[src/rtl/alu_seq.sv]
// alu_seq: multi-cycle ALU with shift-add multiply, restoring divide and valid/ready handshake
module alu_seq #(
  parameter int WIDTH = 32
) (
  input  logic             clk,
  input  logic             rst,
  input  logic             in_valid,
  output logic             in_ready,
  input  logic [WIDTH-1:0] a,
  input  logic [WIDTH-1:0] b,
  input  logic [3:0]       alu_control,
  output logic             out_valid,
  input  logic             out_ready,
  output logic [WIDTH-1:0] out_resultado,
  output logic [WIDTH-1:0] out_hi,
  output logic             zero,
  output logic             carry_out,
  output logic             overflow,
  output logic             div_zero,
  output logic             illegal
);
  localparam int CW = $clog2(WIDTH) + 1;
  localparam logic [1:0] IDLE = 2'd0, CALC = 2'd1, DONE = 2'd2;
  localparam logic [3:0] OP_AND = 4'b0000, OP_OR = 4'b0001, OP_ADD = 4'b0010, OP_SLTU = 4'b0011,
                         OP_SUB = 4'b0110, OP_SLT = 4'b0111, OP_MULU = 4'b1000, OP_DIVU = 4'b1001,
                         OP_REMU = 4'b1010, OP_NOR = 4'b1100;
  logic [1:0]       state_q, state_d;
  logic [CW-1:0]    cnt_q;
  logic [3:0]       op_q;
  logic [WIDTH-1:0] opnd_q, acc_q, lo_q, acc_d, lo_d, res_q, hi_q, s_res;
  logic             z_q, c_q, v_q, dz_q, ill_q, s_c, s_v, s_dz, s_ill;
  logic [WIDTH:0]   sum, msum, dsh, ddiff;
  logic             is_sub, is_mul, is_long, last;
  assign is_sub  = alu_control == OP_SUB;
  assign is_mul  = alu_control == OP_MULU;
  assign is_long = is_mul || ((alu_control == OP_DIVU || alu_control == OP_REMU) && b != '0);
  assign sum     = {1'b0, a} + {1'b0, is_sub ? ~b : b} + (WIDTH+1)'(is_sub);
  always_comb begin
    s_res = '0;
    s_c   = 1'b0;
    s_v   = 1'b0;
    s_dz  = 1'b0;
    s_ill = 1'b0;
    case (alu_control)
      OP_AND:  s_res = a & b;
      OP_OR:   s_res = a | b;
      OP_NOR:  s_res = ~(a | b);
      OP_ADD, OP_SUB: begin
        s_res = sum[WIDTH-1:0];
        s_c   = sum[WIDTH];
        s_v   = (a[WIDTH-1] ^ b[WIDTH-1] ^ !is_sub) && (sum[WIDTH-1] != a[WIDTH-1]);
      end
      OP_SLT:  s_res = WIDTH'($signed(a) < $signed(b));
      OP_SLTU: s_res = WIDTH'(a < b);
      // divide ops only finish here when the divisor is zero
      OP_DIVU: begin
        s_res = '1;
        s_dz  = 1'b1;
      end
      OP_REMU: begin
        s_res = a;
        s_dz  = 1'b1;
      end
      OP_MULU: s_res = '0;
      default: s_ill = 1'b1;
    endcase
  end
  // acc/lo form one shift pair: product hi/lo for MULU, remainder/quotient for DIVU/REMU
  assign msum  = {1'b0, acc_q} + (lo_q[0] ? {1'b0, opnd_q} : '0);
  assign dsh   = {acc_q, lo_q[WIDTH-1]};
  assign ddiff = dsh - {1'b0, opnd_q};
  assign acc_d = op_q == OP_MULU ? msum[WIDTH:1] : ddiff[WIDTH] ? dsh[WIDTH-1:0] : ddiff[WIDTH-1:0];
  assign lo_d  = op_q == OP_MULU ? {msum[0], lo_q[WIDTH-1:1]} : {lo_q[WIDTH-2:0], !ddiff[WIDTH]};
  assign last  = cnt_q == CW'(WIDTH - 1);
  assign state_d = state_q == IDLE ? (in_valid ? (is_long ? CALC : DONE) : IDLE) :
                   state_q == CALC ? (last ? DONE : CALC) :
                   state_q == DONE ? (out_ready ? IDLE : DONE) : IDLE;
  always_ff @(posedge clk) begin
    if (rst) begin
      state_q <= IDLE;
      cnt_q   <= '0;
      op_q    <= '0;
      opnd_q  <= '0;
      acc_q   <= '0;
      lo_q    <= '0;
      res_q   <= '0;
      hi_q    <= '0;
      z_q     <= 1'b0;
      c_q     <= 1'b0;
      v_q     <= 1'b0;
      dz_q    <= 1'b0;
      ill_q   <= 1'b0;
    end else begin
      state_q <= state_d;
      if (state_q == IDLE && in_valid) begin
        op_q   <= alu_control;
        opnd_q <= is_mul ? a : b;
        acc_q  <= '0;
        lo_q   <= is_mul ? b : a;
        cnt_q  <= '0;
        if (!is_long) begin
          res_q <= s_res;
          hi_q  <= '0;
          z_q   <= s_res == '0;
          c_q   <= s_c;
          v_q   <= s_v;
          dz_q  <= s_dz;
          ill_q <= s_ill;
        end
      end else if (state_q == CALC) begin
        acc_q <= acc_d;
        lo_q  <= lo_d;
        cnt_q <= cnt_q + 1'b1;
        if (last) begin
          res_q <= op_q == OP_REMU ? acc_d : lo_d;
          hi_q  <= op_q == OP_MULU ? acc_d : '0;
          z_q   <= (op_q == OP_REMU ? acc_d : lo_d) == '0;
          c_q   <= 1'b0;
          v_q   <= op_q == OP_MULU && acc_d != '0;
          dz_q  <= 1'b0;
          ill_q <= 1'b0;
        end
      end
    end
  end
  assign in_ready      = state_q == IDLE;
  assign out_valid     = state_q == DONE;
  assign out_resultado = res_q;
  assign out_hi        = hi_q;
  assign zero          = z_q;
  assign carry_out     = c_q;
  assign overflow      = v_q;
  assign div_zero      = dz_q;
  assign illegal       = ill_q;
endmodule

[config.mk]
export PLATFORM = sky130hd
export DESIGN_NAME = alu_seq
export DESIGN_NICKNAME = d
export VERILOG_FILES = /design/src/rtl/alu_seq.sv
export SDC_FILE = /design/constraint.sdc
export NUM_CORES = 1
export LEC_CHECK = 0
export CORE_ASPECT_RATIO = 1.1
export CORE_MARGIN = 2
export CORE_UTILIZATION = 25
export CTS_CLUSTER_DIAMETER = 80
export DETAILED_ROUTE_END_ITERATION = 7
export PLACE_DENSITY = 0.47
export SETUP_SLACK_MARGIN = 0.4
export SYNTH_ARGS = -nofsm -noshare
export SYNTH_HDL_FRONTEND = slang
export SYNTH_SLANG_ARGS = --single-unit
[constraint.sdc]
create_clock -name clk -period 6.88 [get_ports clk]
set_input_delay 0.688 -clock clk [delete_from_list [all_inputs] [get_ports clk]]
set_output_delay 0.688 -clock clk [all_outputs]
set_load 0.02 [all_outputs]
# ---- Word level (Yosys, flattened, before mapping)
# Cells that the tools add are included.
dict set report op_classes {
  addsub 5
  n_lt_le_gt_ge 2
  eq_ne 16
  n_mux 47
  n_bitwise 6
  n_reduce_logical 21
}
# op count
set op_table {}
lappend op_table {{32-bit 2-to-1 mux} 19}
lappend op_table {{32-bit one-hot mux with 8 select lines} 1}
lappend op_table {{32-bit by 32-bit adder with 33-bit output} 2}
lappend op_table {{32-bit zero test} 2}
lappend op_table {{32-bit < comparator} 2}
lappend op_table {{32-bit inverter} 2}
lappend op_table {{32-bit nonzero test} 2}
lappend op_table {{33-bit by 1-bit adder with 33-bit output} 1}
lappend op_table {{33-bit by 32-bit subtractor with 33-bit output} 1}
lappend op_table {{32-bit bitwise AND} 1}
lappend op_table {{32-bit bitwise OR} 1}
lappend op_table {{4-bit == test (second input constant)} 6}
lappend op_table {{1-bit 2-to-1 mux} 20}
lappend op_table {{2-bit 2-to-1 mux} 7}
lappend op_table {{10-bit OR reduction} 1}
lappend op_table {{4-bit by 2-bit == test with 1-bit output (second input constant)} 2}
lappend op_table {{4-bit by 3-bit == test with 1-bit output (second input constant)} 2}
lappend op_table {{6-bit by 1-bit adder with 6-bit output (second input constant)} 1}
lappend op_table {{6-bit by 5-bit == test with 1-bit output (second input constant)} 1}
lappend op_table {{2-bit OR reduction} 3}
lappend op_table {{4-bit by 1-bit == test with 1-bit output (second input constant)} 1}
lappend op_table {{1-bit logical AND} 4}
lappend op_table {{4-bit zero test} 1}
lappend op_table {{2-bit nonzero test} 2}
lappend op_table {{other kinds (9)} 12}
dict set report totals {
  register_bits 177
  inputBits 72
  out_inout_bits 71
}

# ---- Logic depth before layout (Yosys ltp)
# Gate-level depths: netlist of the first run.
dict set report depth {
  ltp_word 9
  mapped_depth 17
}

# ---- Worst setup path before layout of the first run
# Ideal clock, no wire load.
dict set report synth_path {
  kind {input -> register}
  start {in alu_control[0]}
  end {reg z_q (netlist: zero)}
  setup_ns 0.058
  arrival_ns 4.157
  slack_ns 2.665
  stages 16
  path_cell_list {nand4bb_1 -> clkbuf_1 -> buf_1 -> xnor2_1 -> ha_1 -> a21oi_1 -> o21ai_0 -> o2111ai_1 -> a41oi_1 -> o211a_1 -> o41ai_2 -> xnor2_1 -> a21oi_1 -> or3b_2 -> nor2_1 -> a211o_1}
}
dict set report synth_via {
  elab_chain_len 8
  word_cells_on_any_way 23
  cone_classes {add/sub: 2; eq/ne: 10; mux: 4; reduce/logical: 7}
}
# element line
set synth_rtl {}
lappend synth_rtl {{start: declaration} 11} ;# input logic [3:0] alu_control,
lappend synth_rtl {{4-bit by 3-bit == test with 1-bit output} {34, 44}}
lappend synth_rtl {{32-bit 2-to-1 mux} 37} ;# assign sum = {1'b0, a} + {1'b0, is_sub ? ~b : b} + (WIDTH+1)'(is_sub);
lappend synth_rtl {{32-bit by 32-bit adder with 33-bit output} 37}
lappend synth_rtl {{33-bit by 1-bit adder with 33-bit output} 37}
lappend synth_rtl {{32-bit one-hot mux with 8 select lines} 44} ;# case (alu_control)
lappend synth_rtl {{32-bit zero test} 104} ;# z_q <= s_res == '0;
lappend synth_rtl {{1-bit 2-to-1 mux} 101} ;# if (!is_long) begin
lappend synth_rtl {{1-bit 2-to-1 mux} 95} ;# if (state_q == IDLE && in_valid) begin
lappend synth_rtl {{end signal: assignment} 88} ;# z_q <= 1'b0;
lappend synth_rtl {{end signal: assignment} 104}
lappend synth_rtl {{end signal: assignment} 117} ;# z_q <= (op_q == OP_REMU ? acc_d : lo_d) == '0;
lappend synth_rtl {{end: declaration} 31} ;# logic z_q, c_q, v_q, dz_q, ill_q, s_c, s_v, s_dz, s_ill;
# Parallel ways exist; a longest one is shown, timed or not. The select of a mux whose other input is x is not followed.
# A chain may end at the register's enable or synchronous reset.

# ---- Worst setup path in the final report of the first run
dict set report layout_path {
  start {in alu_control[3]}
  end {reg z_q (netlist: zero)}
}
# Same word-level chain as after synthesis.

==> flow_metrics.tcl, run 1 <==
set metrics [dict create \
    nNetsFinal 2797 \
    num_rows 104 \
    async_reset_ff_share_pct 0 \
    worstPathCellList "clkdlybuf4s50_1 > buf_4 > nand4bb_2 > buf_4 > xnor2_1 > ha_1 > a21o_1 > a31o_2 > a221oi_1 > nor2_1 > or4_1 > a31oi_1 > nand4_1 > nor4_1 > nand4_1 > nor2_1 > a211o_1" \
    most-common-layout-cells "236 x nand2_1, 215 x nor2_1, 200 x ha_1" \
    ant_nets 0 \
    ys.flop_type "dfxtp_1" \
    status "completed" \
    final_util_pct 29.3 \
    portBuffers 142 \
    postCtsSetupRepairBufs 0 \
    r2r_cells 14 \
    synth_warnings 0 \
    synth.ff_latch_count 177 \
    max_slew_margin_pct 24.7 \
    holdBufCountCts 0 \
    hold_depth 2 \
    p_leak_nw 8.40 \
    cts_tree "done" \
    setup_violations 0 \
    wl_per_cell_um 23.4 \
    drive_gt1_share_pct 6.11 \
    drc 0 \
    coreArea_um2 73300 \
    max_stage_delay_ns 0.60 \
    ys_seq_area_share_pct 19.1 \
    grt_pass1_vias 18800 \
    mappedNetlistArea_um2 18500 \
    slew_violations 0 \
    totalWireLength_um 81700 \
    clock_latency_ns 0.48 \
    finalCritPeriodShare_pct 76.8 \
    numCtsBuffers 17 \
    hold_ws_ns 0.460 \
    synthDistinctLibCells 101 \
    syn_area_per_cell_um2 7.45 \
    grt-ovfl-total 0 \
    die_area_um2 76300 \
    hold_viol_final 0 \
    clockBufferDepth 2 \
    tightest_slew_ns 1.10 \
    drt_iter0_markers 1600 \
    fmax_ghz 0.189 \
    end_kind "register" \
    timing.final.crit_period_ns 5.28 \
    final_common_cell "nand2_1" \
    syn_inst 2486 \
    rsz0062_at_grt "no" \
    dieWidth_um 264 \
    arrival_ns 5.71 \
    synth_fp_nets 2761 \
    die_y_um 290 \
    crit_slowest_cell "nand4bb_2" \
    vdd_drop_max_uv 193 \
    clk_pin_slew_ns 0.08 \
    vias 19300 \
    hold_class "register to register" \
    grt_util_all_layers_pct 20.9 \
    hpwl_um 64900 \
    htree_levels 4 \
    cts_root_buf "clkbuf_16" \
    grt_max_degree 132 \
    grt_pass1_wl_um 122000 \
    drt-vias-per-instance 5.54 \
    first_pass_iters 5 \
    skew_ns 0.0190 \
    start_util_pct 25.3 \
    antenna_found_initial 1 \
    syn2layout_area_growth_pct 15.7 \
    post_cts_resized 0 \
    cts_sinks 177 \
    critPathKind "primary input to register" \
    ios 143 \
    synth_edf_count 0 \
    maxCapViolations 0 \
    gp_congestion 0.904 \
    cp-start-kind "primary input" \
    crit_fanout 31 \
    power_density_nw_per_um2 161 \
    cp_data_required_time_ns 7.30 \
    tns_ns 0 \
]
[per-stage QoR]
| stage | cells | power (W) | instance area (um^2) | worst slack [ns] |
|---|---|---|---|---|
| finish | 3491 | 0.00346 | 21400 | 1.60 |
| global route | 3489 | 0.00364 | 21400 | 1.18 |
| CTS | 3489 | 0.00348 | 21400 | 1.59 |
| detailed placement | 3457 | 0.00247 | 20900 | 1.11 |
| global placement | 3457 | 0.00247 | 20900 | 1.18 |
| floorplan | 2486 | 0.00200 | 18500 | 2.66 |
[worst max-delay path: cells and delay by family]
kind | cells | cell delay (ns)
AO/OA/AOI/OAI | 5 | 1.30
XOR/XNOR | 1 | 0.17
adder cells (fa/ha/maj) | 1 | 0.37
buffers and inverters | 3 | 1.07
AND/OR/NAND/NOR | 7 | 2.08
[synthesized netlist by cell type (all sizes together) (30+ instances only)]
| library cell | number | area share, % |
|---|---|---|
| clkbuf | 129 | 2.6 |
| xnor2 | 68 | 3.2 |
| a21o | 46 | 1.9 |
| a21oi | 198 | 5.5 |
| a221oi | 60 | 2.8 |
| nand4 | 36 | 1.2 |
| and2 | 59 | 2.0 |
| mux2i | 55 | 3.0 |
| o211ai | 45 | 1.9 |
| nor2 | 218 | 4.5 |
| nand3 | 56 | 1.6 |
| a22oi | 30 | 1.2 |
| dfxtp | 177 | 19 |
| ha | 200 | 14 |
| nor3 | 53 | 1.6 |
| a211oi | 108 | 4.5 |
| o21ai | 140 | 3.8 |
| nand2 | 238 | 4.8 |
| inv | 126 | 2.6 |
| buf | 34 | 0.96 |
[where the power goes]
| group | switching [W] | internal, W | leakage (nW) |
|---|---|---|---|
| Sequential | 0.0000514 | 0.00108 | 1.44 |
| Clock | 0.000509 | 0.000485 | 0.269 |
| Combinational | 0.000857 | 0.000477 | 6.68 |
[metal layers]
layer / wire [um] / vias up / GRT usage [%]
li1: - / 9312 / -
met1: 37100 / 9356 / 27.2
met2: 38300 / 566 / 35.8
met3: 3190 / 95 / 1.82
met4: 3060 / 0 / 8.21
met5: 0 / - / 0
[registers in the layout, indices dropped and copies added, names as in the netlist]
signal	flops
lo_q	32
illegal	1
state_q	2
div_zero	1
out_hi	32
cnt_q	6
out_resultado	32
op_q	4
acc_q	32
zero	1
carry_out	1
overflow	1
opnd_q	32
[cell families after synthesis]
group | Yosys count | share of synthesized area [%]
simple gates | 832 | 22.1
fa+ha+maj | 203 | 13.8
compound gates | 828 | 30.9
xor+xnor | 95 | 4.49
flops | 177 | 19.1
mux | 62 | 3.40
buf+inv | 289 | 6.12
[worst paths after layout]
check / startpoint / endpoint / slack (ns)
worst max register to register: opnd_q[0] / zero / 1.85
worst min-delay path: op_q[2] / op_q[2] / 0.46
worst min register to register: op_q[2] / op_q[2] / 0.46
worst max-delay path: alu_control[3] / zero / 1.60
[layout make-up]
cell class | count | area [um^2]
repair buffers | 180 | 1720
fillers | 7866 | 51800
well taps | 954 | 1190
inverters | 126 | 473
clock inverters | 13 | 120
multi-input cells | 2020 | 14000
flip-flops and latches | 177 | 3540
clock buffers | 19 | 443
diodes | 2 | 5.00
Power figures use the tool's default switching activity.
==> inputs of run 2 (changes only) <==
--- a/config.mk
+++ b/config.mk
@@ -10,7 +10,7 @@
 export CORE_UTILIZATION = 25
 export CTS_CLUSTER_DIAMETER = 80
 export DETAILED_ROUTE_END_ITERATION = 7
-export PLACE_DENSITY = 0.47
+export PLACE_DENSITY = 0.48
 export SETUP_SLACK_MARGIN = 0.4
 export SYNTH_ARGS = -nofsm -noshare
 export SYNTH_HDL_FRONTEND = slang
==> constraint.sdc (replaced) <==
create_clock -name clk -period 4.3 [get_ports clk]
set_input_delay 0.43 -clock clk [delete_from_list [all_inputs] [get_ports clk]]
set_output_delay 0.43 -clock clk [all_outputs]
set_load 0.02 [all_outputs]
==> run 2 against run 1 <==
Global-route usage increased by 0.61 points. Critical path depth unchanged. Final cell count up 12%. Register-to-register slack worse by 1.6 ns. Critical path type is now register to register.
==> flow_metrics.tcl, run 2 (synthesis results as in run 1) <==
set metrics [dict create \
    die_y_um 290 \
    cts_tree "done" \
    status "completed" \
    crit_fanout 8 \
    arrival_ns 4.50 \
    totalWireLength_um 84800 \
    first_pass_iters 6 \
    holdBufCountCts 0 \
    cp_top_family "simple AND/OR/NAND/NOR gates" \
    drive_gt1_share_pct 22.9 \
    numCtsBuffers 17 \
    hold_class "primary input to register" \
    dieWidth_um 264 \
    worstPathCellList "ha_1 > a21oi_1 > buf_4 > a211oi_1 > and2_4 > o211ai_4 > a21oi_4 > nor2_4 > buf_4 > buf_4 > buf_4 > mux2i_2 > mux2i_1 > or4_4 > nor4_2 > buf_4 > a211o_1" \
    skew_ns 0.0154 \
    grt_util_all_layers_pct 21.5 \
    grt_max_degree 94 \
    timing.final.crit_period_ns 4.08 \
    wl_per_cell_um 21.6 \
    drt-vias-per-instance 5.36 \
    end_kind "register" \
    max_slew_margin_pct 22.3 \
    p_leak_nw 10.7 \
    final_cell_area_um2 25600 \
    cts_root_buf "clkbuf_16" \
    syn2layout_area_growth_pct 38.2 \
    grt_pass1_wl_um 126000 \
    hold_ws_ns 0.372 \
    fin_cells 3919 \
    vias 21000 \
    cp_common_cell "buf_4" \
    vdd_drop_max_uv 306 \
    critPathKind "register to register" \
    antenna_cells 0 \
    power_density_nw_per_um2 247 \
    die_area_um2 76300 \
    grt-ovfl-total 0 \
    htree_levels 4 \
    gp_congestion 0.961 \
    rsz0062_at_grt "yes" \
    num_rows 104 \
    clk_pin_slew_ns 0.08 \
    slew_violations 0 \
    dp_slack_ns -0.419 \
    path_buf_inv 5 \
    most-common-layout-cells "451 x buf_4, 233 x nand2_1, 212 x nor2_1" \
    coreArea_um2 73300 \
    drt_iter0_markers 1636 \
    maxCapViolations 0 \
    finalCritPeriodShare_pct 94.9 \
    nNetsFinal 3227 \
    hpwl_um 68100 \
    crit_slowest_cell "or4_4" \
    ant_nets 0 \
    cp_data_required_time_ns 4.72 \
    ios 143 \
    cp-start-kind "register" \
    hold_viol_final 0 \
    post_dp_cell_area_um2 23900 \
    antenna_found_initial 2 \
    fmax_ghz 0.245 \
    final_common_cell "buf_4" \
    placedCellCount 3850 \
    grt_pass1_vias 20700 \
    cts_sinks 177 \
    tightest_slew_ns 1.17 \
    start_util_pct 25.3 \
    setup_ws_ns 0.219 \
    setup_violations 0 \
    clockBufferDepth 2 \
    drc 0 \
    portBuffers 142 \
    clock_latency_ns 0.47 \
    max_stage_delay_ns 0.59 \
]
==> run 2: final cells by class <==
type                       count  area (um^2)
clock buffer                  18          429
timing repair buffer         610         5120
tap                          954         1190
multi-input combinational   2020        14600
sequential                   177         3550
inverter                     126          473
fill                        7677        47600
clock inverter                14          219
==> run 2: timing repair <==
item / CTS / global route
pin swaps: 38 / 30
setup endpoints to repair: 11 / 17
gates resized for setup: 82 / 74
setup buffers: 15 / 20
cloned: 2 / 0
==> run 2: routing by layer <==
metal,track usage (%),share of wire (%)
met1,27.5,44
met2,37.4,48
met3,1.58,3.6
met4,9.03,4.2
met5,0,0
==> run 2: worst paths after layout <==
check                    startpoint           endpoint  slack, ns  depth (start not counted)
setup / recovery           acc_q[5]               zero       0.22                         17
hold / removal                  rst         out_hi[11]       0.37                          2
setup reg to reg           acc_q[5]               zero       0.22                         17
hold reg to reg   out_resultado[22]  out_resultado[22]       0.46                          2
==> run 2: where the power goes <==
| group | switching (W) | internal, W |
|---|---|---|
| registers | 0.0000789 | 0.00173 |
| clock network | 0.000850 | 0.000953 |
| logic | 0.00153 | 0.00117 |
==> run 2: through the flow <==
step                      util [%]  total power (W)  setup TNS (ns)
final                         35.0          0.00632               0
after global placement        32.6          0.00435           -1.23
after floorplan                  -          0.00319               0
after CTS                     34.3          0.00624               0
after global routing          35.0          0.00661               0
after detailed placement      32.6          0.00436           -1.93
==> inputs of run 3 (changes only) <==
--- a/config.mk
+++ b/config.mk
@@ -12,6 +12,7 @@
 export DETAILED_ROUTE_END_ITERATION = 7
 export PLACE_DENSITY = 0.48
 export SETUP_SLACK_MARGIN = 0.4
+export SLEW_MARGIN = 20
 export SYNTH_ARGS = -nofsm -noshare
 export SYNTH_HDL_FRONTEND = slang
 export SYNTH_SLANG_ARGS = --single-unit
==> results of run 3 <==
The final DEF is identical to that of run 2; final timing and power are the same.
